`src/rtl/channel_stat_broadcast_if.sv`:
```
// Stream bundle for channel_stat_broadcast.
//   Input stream : in_data / in_valid / in_ready  (one statistic word per channel)
//   Output stream: out_data / out_valid / out_ready plus beat tags
//                  out_channel, out_spatial, out_last_spatial, out_last_frame
// Modports:
//   slave  - the broadcast block (consumes the input stream, drives the output stream)
//   master - the surrounding logic or a test environment
interface channel_stat_broadcast_if #(
  parameter int DATA_WIDTH = 16,
  parameter int C_W        = 1,
  parameter int S_W        = 2
);
  logic [DATA_WIDTH-1:0] in_data;
  logic                  in_valid;
  logic                  in_ready;
  logic [DATA_WIDTH-1:0] out_data;
  logic                  out_valid;
  logic                  out_ready;
  logic [C_W-1:0]        out_channel;
  logic [S_W-1:0]        out_spatial;
  logic                  out_last_spatial;
  logic                  out_last_frame;

  modport slave (
    input  in_data, in_valid, out_ready,
    output in_ready, out_data, out_valid, out_channel, out_spatial,
           out_last_spatial, out_last_frame
  );

  modport master (
    output in_data, in_valid, out_ready,
    input  in_ready, out_data, out_valid, out_channel, out_spatial,
           out_last_spatial, out_last_frame
  );
endinterface

```
`src/rtl/channel_stat_broadcast.sv`:
```
// channel_stat_broadcast
//   Read side of the per-channel statistics path. Buffers one statistic word per
//   channel in a small FIFO and replays the head word once per spatial block,
//   channel outer / spatial block inner, tagging each beat with its indices and
//   frame boundaries.
// Ports:
//   clk         clock, rising edge
//   rst         asynchronous reset, active-low
//   flush       synchronous clear of buffer and counters (dominates push/pop)
//   bus         channel_stat_broadcast_if.slave (input stream, output stream, tags)
//   stall_count cycles with out_valid && !out_ready, saturating
//               (only when CHANNEL_STAT_BCAST_STALL_CNT_EN is defined)
// Build option: CHANNEL_STAT_BCAST_STALL_CNT_EN adds the stall counter port.
module channel_stat_broadcast #(
  parameter int DATA_WIDTH         = 16,
  parameter int NUM_CHANNELS       = 2,
  parameter int NUM_SPATIAL_BLOCKS = 4,
  parameter int BUF_DEPTH          = 4
) (
  input  logic                        clk,
  input  logic                        rst,
  input  logic                        flush,
  channel_stat_broadcast_if.slave     bus
`ifdef CHANNEL_STAT_BCAST_STALL_CNT_EN
  ,
  output logic [31:0]                 stall_count
`endif
);

  localparam int C_W = (NUM_CHANNELS > 1) ? $clog2(NUM_CHANNELS) : 1;
  localparam int S_W = (NUM_SPATIAL_BLOCKS > 1) ? $clog2(NUM_SPATIAL_BLOCKS) : 1;
  localparam int P_W = (BUF_DEPTH > 1) ? $clog2(BUF_DEPTH) : 1;
  localparam int N_W = $clog2(BUF_DEPTH + 1);

  logic [DATA_WIDTH-1:0] mem [BUF_DEPTH];
  logic [P_W-1:0]        wr_ptr, rd_ptr;
  logic [N_W-1:0]        count;
  logic [C_W-1:0]        channel;
  logic [S_W-1:0]        spatial;
  logic                  live;   // low during reset and for the first cycle after release
  logic                  empty, full, push, beat, pop, last_sp, last_ch;

  function automatic logic [P_W-1:0] ptr_next(input logic [P_W-1:0] p);
    return (p == P_W'(BUF_DEPTH - 1)) ? '0 : p + 1'b1;
  endfunction

  always_comb begin
    empty   = (count == '0);
    full    = (count == N_W'(BUF_DEPTH));
    last_sp = (spatial == S_W'(NUM_SPATIAL_BLOCKS - 1));
    last_ch = (channel == C_W'(NUM_CHANNELS - 1));

    // in_ready looks only at the current occupancy: a pop this cycle does not
    // make room for a push until the next cycle.
    bus.in_ready = live && !full && !flush;
    push         = bus.in_valid && bus.in_ready;
    beat         = !empty && bus.out_ready && !flush;
    pop          = beat && last_sp;

    bus.out_valid        = !empty;
    bus.out_data         = empty ? '0 : mem[rd_ptr];
    bus.out_channel      = (NUM_CHANNELS == 1) ? '0 : channel;
    bus.out_spatial      = (NUM_SPATIAL_BLOCKS == 1) ? '0 : spatial;
    bus.out_last_spatial = last_sp;
    bus.out_last_frame   = last_sp && last_ch;
  end

  always_ff @(posedge clk) begin
    if (push) mem[wr_ptr] <= bus.in_data;
  end

  always_ff @(posedge clk or negedge rst) begin
    if (!rst) begin
      live    <= 1'b0;
      wr_ptr  <= '0;
      rd_ptr  <= '0;
      count   <= '0;
      channel <= '0;
      spatial <= '0;
    end else begin
      live <= 1'b1;
      if (flush) begin
        wr_ptr  <= '0;
        rd_ptr  <= '0;
        count   <= '0;
        channel <= '0;
        spatial <= '0;
      end else begin
        if (push) wr_ptr <= ptr_next(wr_ptr);
        if (pop)  rd_ptr <= ptr_next(rd_ptr);
        case ({push, pop})
          2'b10:   count <= count + 1'b1;
          2'b01:   count <= count - 1'b1;
          default: count <= count;
        endcase
        if (beat) begin
          if (last_sp) begin
            spatial <= '0;
            channel <= last_ch ? '0 : channel + 1'b1;
          end else begin
            spatial <= spatial + 1'b1;
          end
        end
      end
    end
  end

`ifdef CHANNEL_STAT_BCAST_STALL_CNT_EN
  always_ff @(posedge clk or negedge rst) begin
    if (!rst) begin
      stall_count <= '0;
    end else if (flush) begin
      stall_count <= '0;
    end else if (!empty && !bus.out_ready && (stall_count != '1)) begin
      stall_count <= stall_count + 1'b1;
    end
  end
`endif

endmodule

```
`src/flat_wrapper.sv`:
```
// flat-port wrapper written by rule: the top's interface ports become plain ports
module channel_stat_broadcast_flat 
#(
  parameter int DATA_WIDTH         = 16,
  parameter int NUM_CHANNELS       = 2,
  parameter int NUM_SPATIAL_BLOCKS = 4,
  parameter int BUF_DEPTH          = 4
)
  (clk, rst, flush, bus_in_data, bus_in_valid, bus_out_ready, bus_in_ready, bus_out_data, bus_out_valid, bus_out_channel, bus_out_spatial, bus_out_last_spatial, bus_out_last_frame);
  channel_stat_broadcast_if #(.DATA_WIDTH(DATA_WIDTH), .C_W(1), .S_W(2)) bus_i ();
  input  logic clk;
  input  logic rst;
  input  logic flush;
  input wire logic [$bits(bus_i.in_data)-1:0] bus_in_data;
  input wire logic [$bits(bus_i.in_valid)-1:0] bus_in_valid;
  input wire logic [$bits(bus_i.out_ready)-1:0] bus_out_ready;
  output wire logic [$bits(bus_i.in_ready)-1:0] bus_in_ready;
  output wire logic [$bits(bus_i.out_data)-1:0] bus_out_data;
  output wire logic [$bits(bus_i.out_valid)-1:0] bus_out_valid;
  output wire logic [$bits(bus_i.out_channel)-1:0] bus_out_channel;
  output wire logic [$bits(bus_i.out_spatial)-1:0] bus_out_spatial;
  output wire logic [$bits(bus_i.out_last_spatial)-1:0] bus_out_last_spatial;
  output wire logic [$bits(bus_i.out_last_frame)-1:0] bus_out_last_frame;
  assign bus_i.in_data = bus_in_data;
  assign bus_i.in_valid = bus_in_valid;
  assign bus_i.out_ready = bus_out_ready;
  assign bus_in_ready = bus_i.in_ready;
  assign bus_out_data = bus_i.out_data;
  assign bus_out_valid = bus_i.out_valid;
  assign bus_out_channel = bus_i.out_channel;
  assign bus_out_spatial = bus_i.out_spatial;
  assign bus_out_last_spatial = bus_i.out_last_spatial;
  assign bus_out_last_frame = bus_i.out_last_frame;
  channel_stat_broadcast #(.DATA_WIDTH(DATA_WIDTH), .NUM_CHANNELS(NUM_CHANNELS), .NUM_SPATIAL_BLOCKS(NUM_SPATIAL_BLOCKS), .BUF_DEPTH(BUF_DEPTH)) u_core (.clk(clk), .rst(rst), .flush(flush), .bus(bus_i));
endmodule
```
`config.mk`:
```
export PLATFORM = sky130hd
export DESIGN_NAME = channel_stat_broadcast_flat
export DESIGN_NICKNAME = d
export VERILOG_FILES = /design/src/rtl/channel_stat_broadcast_if.sv /design/src/rtl/channel_stat_broadcast.sv /design/src/flat_wrapper.sv
export SDC_FILE = /design/constraint.sdc
export NUM_CORES = 1
export LEC_CHECK = 0
export BUFFER_PORTS_ARGS = -buffer_cell sky130_fd_sc_hd__buf_2
export CORE_MARGIN = 3
export CORE_UTILIZATION = 53
export CTS_BUF_LIST = sky130_fd_sc_hd__clkbuf_4
export DETAILED_ROUTE_END_ITERATION = 6
export PLACE_DENSITY = 0.75
export SKIP_LAST_GASP = 1
export SYNTH_ARGS = -nofsm -noshare
export SYNTH_HDL_FRONTEND = slang
export SYNTH_SLANG_ARGS = --single-unit
```
`constraint.sdc`:
```
create_clock -name clk -period 2.6 [get_ports clk]
set_clock_uncertainty 0.2 [all_clocks]
set_input_delay 0.26 -clock clk [delete_from_list [all_inputs] [get_ports clk]]
set_output_delay 0.26 -clock clk [all_outputs]
set_load 0.01 [all_outputs]
```
==> flow_metrics.tcl, run 1 <==
set metrics [dict create \
    syn_inst 177 \
    nets 283 \
    cts_resized 0 \
    dr_wl_met3_um 200 \
    finalPower_mw 2.147 \
    htree_num_levels 3 \
    clk_path_buf_depth 2 \
    synth_compound_area_frac 0.01595 \
    synth_xor_area_frac 0.01396 \
    totalWireLength_um 5798 \
    dieArea_um2 6880 \
    rsz0062_at_grt "false" \
    dp_hpwl_um 3836 \
    period_needed_ns 2.504 \
    cts_buffers 9 \
    wl_met1_um 2660 \
    ios 44 \
    antenna_found_initial 0 \
    ys_async_sr_fraction 0.1467 \
    timing.fmax_ghz 0.3994 \
    endpoint_kind "flip-flop" \
    cp_data_required_time_ns 2.75 \
    first_pass_iters 4 \
    postLayoutCellArea_um2 3846 \
    die_w_um 82.95 \
    syn-num-nets 204 \
    initial_core_util 0.5596 \
    status "finished, final reports clean" \
    tns_ns 0 \
    ant_nets 0 \
    yosys.area.top_type "edfxtp_1" \
    wl_per_cell_um 17.41 \
    synth.area.top_cells "edfxtp_1 61%, mux4_2 11%, dfrtp_1 8.8%, and2_1 4.2%, ha_1 2.0%" \
    hold_class "primary input to async pin" \
    crit_type "flip-flop to flip-flop" \
    synth.distinct_cells 36 \
    grt-ovfl-total 0 \
    clk_latency_ns 0.40 \
    cts_setup_buffers 0 \
    grt_first_pass_wirelength_um 9384 \
    synth_top_family_by_area "multiplexers" \
    port_buffers 43 \
    hold_viol_final 0 \
    synth_most_common_cell "edfxtp_1" \
    critPathArrivalTime_ns 2.65 \
    drt_iter0_drc 57 \
    p_per_area_nw_per_um2 558.1 \
    fin_util 0.6859 \
    area_growth_pct 22.57 \
    wl_met2_um 2821 \
    muxShareOfSynthArea 0.1216 \
    synthAdderAreaFrac 0.02632 \
    cts_num_sinks 75 \
    cts_tree "built" \
    path_max_fanout 7 \
    grt_max_degree 23 \
    clk_pin_slew_ns 0.12 \
    final.period_utilization 0.9631 \
    ir_worst_vdd_v 0.0004440 \
    synth.avg_cell_area_um2 17.73 \
    drv_cap 0 \
    num_rows 27 \
    grtUsageTotal 0.1789 \
    diodes 0 \
    top_layer_used "met4" \
    drive_gt1_frac 0.3487 \
    num_vias 1793 \
    cts_root_buf "clkbuf_4" \
    synth-simple-area-share 0.1001 \
    synth_top_area_frac 0.6124 \
    startpoint_type "flip-flop" \
    ys_warn_count 0 \
    synthFlopType "edfxtp_1" \
    synth.yosys.seq_area_share 0.7002 \
    maxSlewViolCount 0 \
    synth.cell_area_um2 3138 \
    core_area_um2 5608 \
    worst_hold_slack_ns 0.04085 \
    drc 0 \
    finalSetupViolCount 0 \
    synth_edf_count 64 \
    ys_top_cells_by_count "64 x edfxtp_1, 21 x and2_1, 16 x mux4_2" \
    ys_ff_latch 75 \
    die-height_um 82.95 \
    placed_area_um2 3535 \
    p_leak_nw 1.480 \
    grt_pass1_vias 1900 \
    vias_per_cell 5.384 \
    gp_congestion 0.7326 \
]
## stage by stage
| stage | instances | worst slack, ns |
|---|---|---|
| after floorplan | 177 | 0.06720 |
| after global placement | 299 | 0.2105 |
| after detailed placement | 299 | 0.1404 |
| after CTS | 333 | 0.1007 |
| after global routing | 333 | 0.01970 |
| final | 333 | 0.09603 |
## where the power goes
part	switching [mW]	leakage, nW	internal, mW
Combinational	0.0708	0.677	0.0685
Clock	0.379	0.0752	0.297
Sequential	0.00761	0.728	1.32
Total	0.458	1.48	1.69
## state kept, by name (all words and copies together), names as in the netlist
register,flops
u_core.bus.out_channel,1
u_core.bus.out_spatial,2
u_core.count,3
u_core.live,1
u_core.mem,64
u_core.rd_ptr,2
u_core.wr_ptr,2
## worst max-delay path, stage by stage, from the launching register on
cell,delay (ns)
dfrtp_1,0.47
or3_4,0.41
nand2_1,0.09
nor2_1,0.06
fa_1,0.43
or4_1,0.54
o32a_1,0.18
nand3_1,0.08
## cell families after synthesis
group	Yosys count
buf+inv	12
simple gates	53
other cells	1
fa+ha+maj	6
flops	75
xor+xnor	5
compound gates	7
mux	18
## timing repair
item | in CTS | in global routing
hold endpoints to repair | 76 | 0
setup endpoints to repair | 0 | 0
hold buffers | 18 | 0
## path summary, 6_finish.rpt
path | start | end | slack, ns | cells past startpoint
worst max-delay path | u_core.count[2]$_DFFE_PN0P_ | u_core.count[2]$_DFFE_PN0P_ | 0.1 | 7
worst min-delay path | rst | u_core.live$_DFF_PN0_ | 0.04 | 2
worst max register to register | u_core.count[2]$_DFFE_PN0P_ | u_core.count[2]$_DFFE_PN0P_ | 0.1 | 7
worst min register to register | u_core.bus.out_spatial[1]$_DFFE_PN0P_ | u_core.bus.out_spatial[1]$_DFFE_PN0P_ | 0.36 | 2
max in group asynchronous | rst | u_core.wr_ptr[1]$_DFFE_PN0P_ | 1.94 | 2
min in group clk | flush | u_core.count[1]$_DFFE_PN0P_ | 0.07 | 3
## metal layers
metal  vias to the layer above  global-route usage
met5                         -                   0
met1                       899              0.2406
met2                        47              0.2879
li1                        832                   -
met3                        15             0.03175
met4                         0             0.07875
## area by class of cell
cell class,count,area (um2)
repair buffers,77,540.5
multi-input cells,90,875.8
fillers,389,1762
clock buffers,10,75.07
flip-flops and latches,75,2197
inverters,3,11.26
clock inverters,6,56.30
well taps,72,90.09
## cell usage in the layout (no fill, tap or decap), types with 2 or more instances in the layout
master	instances
buf_12	2
clkinv_1	2
clkbuf_4	10
clkinv_2	2
buf_2	43
and3b_1	2
nand2_1	6
edfxtp_1	64
dfrtp_1	11
nor2_1	8
buf_4	14
ha_1	5
xor2_1	3
mux4_2	16
xnor2_1	2
inv_1	3
a21oi_1	2
and2_1	21
nor3b_1	3
dlygate4sd3_1	18
nand3_1	4
(Power assumes the default switching activity.)
==> run 2: changes to the inputs <==
--- a/config.mk
+++ b/config.mk
@@ -10,7 +10,7 @@
 export CORE_UTILIZATION = 53
 export CTS_BUF_LIST = sky130_fd_sc_hd__clkbuf_4
 export DETAILED_ROUTE_END_ITERATION = 6
-export PLACE_DENSITY = 0.75
+export PLACE_DENSITY = 0.79
 export SKIP_LAST_GASP = 1
 export SYNTH_ARGS = -nofsm -noshare
 export SYNTH_HDL_FRONTEND = slang
==> flow_metrics.tcl, run 2 (synthesized netlist as in run 1, its figures left out) <==
set metrics [dict create \
    first_pass_iters 4 \
    reg_top3 "u_core.mem (64), u_core.count (3)" \
    die-height_um 82.95 \
    clk_latency_ns 0.38 \
    cts_buffers 9 \
    totalWireLength_um 5667 \
    grtUsageTotal 0.1783 \
    placed_area_um2 3512 \
    finalSetupViolCount 0 \
    num_vias 1772 \
    p_int_mw 1.967 \
    dr_wl_met3_um 289 \
    ios 44 \
    maxSlewViolCount 0 \
    vias_per_cell 5.386 \
    endpoint_kind "flip-flop" \
    pwr-share-comb 0.058 \
    period_needed_ns 2.450 \
    final_common_cell "edfxtp_1" \
    final_cell_mix "64 x edfxtp_1, 43 x buf_2, 21 x and2_1, 18 x dlygate4sd3_1, 16 x mux4_2" \
    critPathArrivalTime_ns 2.58 \
    dieArea_um2 6880 \
    startpoint_type "flip-flop" \
    path_max_fanout 7 \
    drv_cap 0 \
    ir_worst_vdd_v 0.0004477 \
    final.period_utilization 0.9423 \
    initial_core_util 0.5596 \
    timing.final.ws_setup_ns 0.1501 \
    p_per_area_nw_per_um2 623.5 \
    die_w_um 82.95 \
    gp_congestion 0.7629 \
    hold_class "primary input to async pin" \
    num_rows 27 \
    clk_pin_slew_ns 0.11 \
    port_buffers 43 \
    wl_met2_um 2871 \
    diodes 0 \
    cts_tree "built" \
    postLayoutCellArea_um2 3889 \
    p_sw_frac 0.1886 \
    area_growth_pct 23.92 \
    grt_max_degree 23 \
    drc 0 \
    ant_nets 0 \
    clkPwrFrac 0.393 \
    r2r-end "u_core.count[2]$_DFFE_PN0P_" \
    p_leak_nw 1.492 \
    grt_first_pass_wirelength_um 9349 \
    drive_gt1_frac 0.3424 \
    worst_hold_slack_ns 0.06315 \
    wl_met1_um 2446 \
    hold_viol_final 0 \
    cp_data_required_time_ns 2.73 \
    tns_ns 0 \
    fin_util 0.6934 \
    top_layer_used "met4" \
    grt_pass1_vias 1841 \
    worstReg2RegStart "u_core.count[2]$_DFFE_PN0P_" \
    crit_type "flip-flop to flip-flop" \
    nets 280 \
    largest-register "u_core.mem" \
    clk_path_buf_depth 2 \
    dp_hpwl_um 3603 \
    timing.fmax_ghz 0.4082 \
    place_ws_ns 0.1829 \
    grt-ovfl-total 0 \
    reg2reg_depth 7 \
    r2r_slack_ns 0.15 \
    cts_num_sinks 75 \
    htree_num_levels 3 \
    status "finished, final reports clean" \
    power_frac_seq 0.549 \
    drt_iter0_drc 158 \
    rsz0062_at_grt "false" \
    antenna_found_initial 0 \
    core_area_um2 5608 \
    wl_per_cell_um 17.22 \
    largest_reg_flops 64 \
    cts_root_buf "clkbuf_4" \
    switchingPower_mw 0.4573 \
]
[run 2: changes by cell type in the layout (fill, tap and decap cells not counted)]
cell / change
bufinv_16: +3
clkinv_1: -1
clkbuf_4: -1
buf_4: -3
clkinv_4: -1
clkinv_2: -1
[run 2: power groups by stage]
stage,Sequential [mW],Combinational (mW),Clock [mW]
final,1.33,0.141,0.953
after global routing,1.33,0.156,1.03
after CTS,1.33,0.143,0.967
after floorplan,1.36,0.0562,0
after detailed placement,1.36,0.121,0
after global placement,1.36,0.117,0
[run 2: worst max path at each step]
stage | startpoint | to | slack, ns | depth (start not counted)
2_1_floorplan | u_core.bus.out_spatial[0]$_DFFE_PN0P_ | u_core.count[2]$_DFFE_PN0P_ | 0.07 | 8
3_3_place_gp | u_core.count[2]$_DFFE_PN0P_ | u_core.count[2]$_DFFE_PN0P_ | 0.21 | 7
3_5_place_dp | u_core.count[2]$_DFFE_PN0P_ | u_core.count[2]$_DFFE_PN0P_ | 0.18 | 7
4_1_cts | u_core.count[2]$_DFFE_PN0P_ | u_core.count[2]$_DFFE_PN0P_ | 0.16 | 7
5_1_grt | u_core.count[2]$_DFFE_PN0P_ | u_core.count[2]$_DFFE_PN0P_ | 0.09 | 7
6_report | u_core.count[2]$_DFFE_PN0P_ | u_core.count[2]$_DFFE_PN0P_ | 0.15 | 7
[run 2: repair_timing]
action | CTS | global route
hold endpoints to repair | 76 | 0
resized for setup | 0 | 0
buffers inserted | 0 | 0
hold buffers | 18 | 0
[run 2: routing by layer]
layer / GRT usage / vias up
met2: 0.2901 / 57
met3: 0.04365 / 6
li1: - / 827
met4: 0.07727 / 0
met1: 0.2293 / 882
met5: 0 / -
[run 2: metrics by stage]
stage / std cells / power [mW]
global route: 329 / 2.514
floorplan: 177 / 1.413
detailed placement: 296 / 1.478
global placement: 296 / 1.473
CTS: 329 / 2.440
finish: 329 / 2.424
[run 2: area by class of cell]
class / instances / area (um2)
repair buffers: 74 / 518.0
clock inverters: 6 / 128.9
flip-flops and latches: 75 / 2197
inverters: 3 / 11.26
well taps: 72 / 90.09
multi-input cells: 90 / 875.8
clock buffers: 9 / 67.56
fillers: 396 / 1719
[run 2: worst max-delay path: stages (launching register included)]
cell     delay, ns
dfrtp_1       0.45
or3_4         0.41
nand2_1       0.09
nor2_1        0.06
fa_1          0.41
or4_1         0.53
o32a_1        0.18
nand3_1       0.08
